### src/rtl/hazard_control_unit.sv
// Pipeline hazard controller: load-use stall and taken-branch flush sequencing.
// Define HAZARD_STATS_EN to add saturating stall_count/flush_count outputs.
module hazard_control_unit #(
    parameter int         CNT_W    = 16,
    parameter logic [4:0] ZERO_REG = 5'd31
) (
    input  logic       clk,
    input  logic       reset,
    input  logic [4:0] id_rs1,
    input  logic [4:0] id_rs2,
    input  logic       id_uses_rs1,
    input  logic       id_uses_rs2,
    input  logic [4:0] ex_rd,
    input  logic       ex_mem_read,
    input  logic       mem_take_branch,
    output logic       pc_enable,
    output logic       if_id_enable,
    output logic       id_ex_enable,
    output logic       if_id_flush,
    output logic       id_ex_bubble,
    output logic       ex_mem_flush
`ifdef HAZARD_STATS_EN
    ,
    output logic [CNT_W-1:0] stall_count,
    output logic [CNT_W-1:0] flush_count
`endif
);

    typedef enum logic [1:0] {
        RUN,
        LOAD_STALL,
        FLUSH
    } state_e;

    state_e state_q, state_d;
    logic   load_use;
    logic   stall_evt;

    always_comb begin
        load_use = ex_mem_read && (ex_rd != ZERO_REG) &&
                   ((id_uses_rs1 && (id_rs1 == ex_rd)) ||
                    (id_uses_rs2 && (id_rs2 == ex_rd)));
    end

    // NOTE: every output and state_d gets a default first, so no path through
    // the branches below can leave a value unassigned and infer a latch.
    always_comb begin
        state_d      = RUN;
        pc_enable    = 1'b1;
        if_id_enable = 1'b1;
        id_ex_enable = 1'b1;
        if_id_flush  = 1'b0;
        id_ex_bubble = 1'b0;
        ex_mem_flush = 1'b0;
        stall_evt    = 1'b0;

        // Reset forces the quiet outputs regardless of inputs or current state.
        if (!reset) begin
            if (mem_take_branch) begin
                if_id_flush  = 1'b1;
                id_ex_bubble = 1'b1;
                ex_mem_flush = 1'b1;
                state_d      = FLUSH;
            end else begin
                unique case (state_q)
                    RUN: begin
                        if (load_use) begin
                            pc_enable    = 1'b0;
                            if_id_enable = 1'b0;
                            id_ex_bubble = 1'b1;
                            stall_evt    = 1'b1;
                            state_d      = LOAD_STALL;
                        end
                    end
                    LOAD_STALL: state_d = RUN;
                    FLUSH:      state_d = RUN;
                    default:    state_d = RUN;
                endcase
            end
        end
    end

    // NOTE: sequential state uses non-blocking assignments so every flop
    // samples pre-edge values; reset is synchronous, inside the clocked block.
    always_ff @(posedge clk) begin
        if (reset) begin
            state_q <= RUN;
        end else begin
            state_q <= state_d;
        end
    end

`ifdef HAZARD_STATS_EN
    logic [CNT_W-1:0] stall_count_q, stall_count_d;
    logic [CNT_W-1:0] flush_count_q, flush_count_d;

    always_comb begin
        stall_count_d = stall_count_q;
        flush_count_d = flush_count_q;
        if (stall_evt && (stall_count_q != '1)) begin
            stall_count_d = stall_count_q + CNT_W'(1);
        end
        if (ex_mem_flush && (flush_count_q != '1)) begin
            flush_count_d = flush_count_q + CNT_W'(1);
        end
    end

    always_ff @(posedge clk) begin
        if (reset) begin
            stall_count_q <= '0;
            flush_count_q <= '0;
        end else begin
            stall_count_q <= stall_count_d;
            flush_count_q <= flush_count_d;
        end
    end

    assign stall_count = stall_count_q;
    assign flush_count = flush_count_q;
`endif

endmodule

### config.mk
export PLATFORM = sky130hd
export DESIGN_NAME = hazard_control_unit
export DESIGN_NICKNAME = d
export VERILOG_FILES = /design/src/rtl/hazard_control_unit.sv
export SDC_FILE = /design/constraint.sdc
export NUM_CORES = 1
export LEC_CHECK = 0
export BUFFER_PORTS_ARGS = -buffer_cell sky130_fd_sc_hd__buf_2
export CORE_AREA = 5 5 42 44
export DETAILED_ROUTE_END_ITERATION = 8
export DIE_AREA = 0 0 47 49
export SYNTH_ARGS = -nofsm -noshare
export SYNTH_HDL_FRONTEND = slang
export SYNTH_SLANG_ARGS = --single-unit
### constraint.sdc
create_clock -name clk -period 1.6 [get_ports clk]
set_input_delay 0.24 -clock clk [delete_from_list [all_inputs] [get_ports clk]]
set_output_delay 0.24 -clock clk [all_outputs]
set_load 0.005 [all_outputs]
Word-level counts from Yosys, hierarchy flattened
Cells that the tools add are included.

$mul: 0. $add $sub $neg: 0. Reductions and logical operators: 7. Div/mod/pow operators: 0. Bitwise operators: 1. Order comparisons: 0. Mux-type cells: 13. Shifts and indexed selects: 0. Equality and inequality tests: 3.

Operators by type and width (count): 2-to-1 mux 1 bit (11); equality test 5 bit (2); != test 5 bit, second input constant (1); logical AND 1 bit (4); 2-to-1 mux 2 bit (2); OR reduction 3 bit (1); zero test 2 bit (1); logical OR 1 bit (1); NOT 1 bit (1).

Input port bits: 21. Memories kept: 0. RAM bits: 0. Latch bits: 0. Output and inout bits: 6. ROM bits: 0. Bits in registers: 2. Logic and storage cells: 26.

Longest topological paths before layout
Depth after elaboration: 8. Mapped depth: 5.

Worst setup path after synthesis
OpenSTA, ideal clock, no wires.

Kind: in2out. Start: input id_rs1[3]. End: output pc_enable. Slack: 81 ps. Arrival time: 1279 ps. Required time: 1360 ps. Stages on the path: 5. Path through: xor2_1 -> nor4_2 -> a32oi_1 -> or3_1 -> buf_4.

Longest elaborated chain between the ends: 8.

RTL lines: start, declared (line 9) `input logic [4:0] id_rs1,`; equality test 5 bit (line 41) `((id_uses_rs1 && (id_rs1 == ex_rd)) ||`; logical AND 1 bit (line 41); logical OR 1 bit (line 41); logical AND 1 bit (line 40) `load_use = ex_mem_read && (ex_rd != ZERO_REG) &&`; 2-to-1 mux 1 bit (4 in a row); end, declared (line 16) `output logic pc_enable,`.

Every way passes these cells.

Final worst setup path
Start: input id_rs1[3]. End: output pc_enable.

Longest elaborated chain between the ends: 8.

RTL lines: equality test 5 bit (line 41); logical AND 1 bit (line 41); logical OR 1 bit (line 41); logical AND 1 bit (line 40); 2-to-1 mux 1 bit (line 67) `if (load_use) begin`; 2-to-1 mux 1 bit (line 65) `unique case (state_q)`; 2-to-1 mux 1 bit (line 59) `if (mem_take_branch) begin`; 2-to-1 mux 1 bit (line 58) `if (!reset) begin`.

Every way passes these cells.

==> results.cfg <==
[status]
status = finished with violations
violations = negative setup slack

[drt]
routed_wl_um = 786
wire_per_inst_um = 10.6
drc_errors = 0
ant_nets = 0
num_vias = 286
drtIter0Drc = 1
firstDrtPassIters = 2
vias_per_cell = 3.86

[clock_tree]
cts_tree = yes
clock_sinks = 2
clockBufferDepth = 2
htreeDepth = 1
cts_root_buffer = clkbuf_4
worstSkewPairLatency_ns = 0.22
cts_buffers = 3
clk_pin_slew_ns = 0.03

[timing]
finalMaxSlewViolations = 0
max_freq_mhz = 613
finalCritPeriodShare_pct = 102
hold-worst-slack_ns = 0.221
setup_viol = 2
hold_viol = 0
layout_setup_ws_ns = -0.0313
fin_skew_ns = 0.000470
post-route-min-period_ns = 1.63
rsz0062_at_grt = true

[global_routing]
grt-ovfl-total = 0
first_global_vias = 329
grt_pass1_wl_um = 1300
grt_antenna_before_repair = 0
grt_max_degree = 5
track_usage_pct = 7.80

[yosys]
yosys_warnings = 0
synth_area_um2 = 241
syn-num-nets = 50
synth_top_area_share_pct = 29.0
ys_async_sr_fraction_pct = 0
synth_edf_count = 0
ys_top_cells_by_area = xor2_1, dfxtp_1, buf_4
synthMostInstantiatedCell = xor2_1
ys_types = 17
avgSynthCellArea_um2 = 8.33
syn_inst = 29
synth-seq-area-share_pct = 16.6
yosys_register_bits = 2
synth_top_flop_cell = dfxtp_1
synthTopCellsByCount = xor2_1, buf_4, dfxtp_1, nor2b_1, xnor2_1
synth_top_area_cell = xor2_1

[place]
gp_congestion = 0.702
place_hpwl_um = 684
io_buffers = 25
pre_cts_slack_ns = -0.0685

[worst_setup_path]
cp_max_fo = 2
start_kind = primary input
cp.required_ns = 1.36
path_class = primary input to output pin
arrival_ns = 1.39
end_kind = output pin
rrSetupSlack_ns = 0.55

[cells_and_area]
nFillCells = 162
fin_nets = 81
reg_top3 = state_q: 2 flops
antenna_cells = 0
largest_register_ffs = 2
regMostFlops = state_q
area_growth_pct = 94.3
drive_gt1_share_pct = 63.8

[floorplan]
chipHeight_um = 49
die_x_um = 47
core_region_area_um2 = 1400
ios = 27
die_area_um2 = 2300
start_util_pct = 17.2
rows = 14

[flow_run]
maxCapViolations = 0

[worst_hold_path]
hold_path.class = primary input to flip-flop

[power_and_ir_drop]
leakage_nw = 0.216
worst_ir_drop_vdd_uv = 143
power_density_nw_per_um2 = 527
[worst max-delay path, stage by stage]
cell and delay [ns]:
buf_6 0.10, xor2_2 0.16, nor4_2 0.27, a32oi_1 0.14, or3_1 0.34, buf_2 0.14
[metrics by stage]
step	std cells	cell area (µm²)	total power (W)	setup TNS (ns)	util [%]
5_1_grt	74	469	0.000267	-0.295	33.5
2_1_floorplan	29	241	0.0000867	0	-
3_5_place_dp	70	387	0.000127	-0.134	27.6
4_1_cts	73	428	0.000243	-0.119	30.5
6_report	74	469	0.000247	-0.0613	33.5
3_3_place_gp	70	387	0.000127	-0.0931	27.6
[area by class of cell]
cell class / count / area [µm²] / area share [%]
clock buffers: 3 / 22.5 / 4.80
well taps: 16 / 20.0 / 4.27
multi-input cells: 24 / 206 / 44.0
repair buffers: 29 / 180 / 38.4
flip-flops and latches: 2 / 40.0 / 8.53
[path summary, 6_finish.rpt]
path | from | endpoint | cells after the start
max reg2reg | state_q[0] | state_q[0] | 4
min reg2reg | state_q[1] | state_q[0] | 4
max | id_rs1[3] | pc_enable | 6
min | reset | state_q[1] | 2
[cells by family (layout without fill, tap and decap cells)]
logic type	count (synthesis)	after routing	synth area share [%]
xor+xnor	10	10	36.3
simple gates	10	10	27.5
compound gates	3	3	8.81
buf+inv	3	32	9.33
flops	2	2	16.6
other cells	1	1	1.55
[cell usage in the layout (no fill, tap or decap)]
cell       n
a32oi_1    1
and2_0     1
buf_2     21
buf_4      4
buf_6      4
clkbuf_4   3
conb_1     1
dfxtp_1    2
nand2_1    1
nand3_1    1
nor2b_1    2
nor3_1     1
nor4_2     2
nor4b_2    1
o21ai_1    1
o21bai_1   1
or3_1      1
xnor2_1    2
xor2_1     6
xor2_2     2
[routing by layer]
metal / track usage [%] / vias to the layer above / wire length (µm)
li1: - / 152 / -
met2: 12.2 / 12 / 444
met5: 0 / - / 0
met3: 2.21 / 0 / 92
met4: 6.91 / 0 / 0
met1: 7.86 / 122 / 250
[where the power goes]
group	switching, W	internal (W)	total [W]
Clock	0.0000238	0.0000823	0.000106
Sequential	0.000000545	0.0000518	0.0000523
Combinational	0.0000366	0.0000521	0.0000887
Total	0.0000610	0.000186	0.000247
[what timing repair did]
action                     4_1_cts  5_1_grt
hold endpoints to repair         0        0
setup buffers                    0        1
setup endpoints to repair        3        3
cloned                           0        0
hold buffers                     0        0
gates resized for setup          4        6
pin swaps                        3        5
Power figures use the tool's default switching activity.
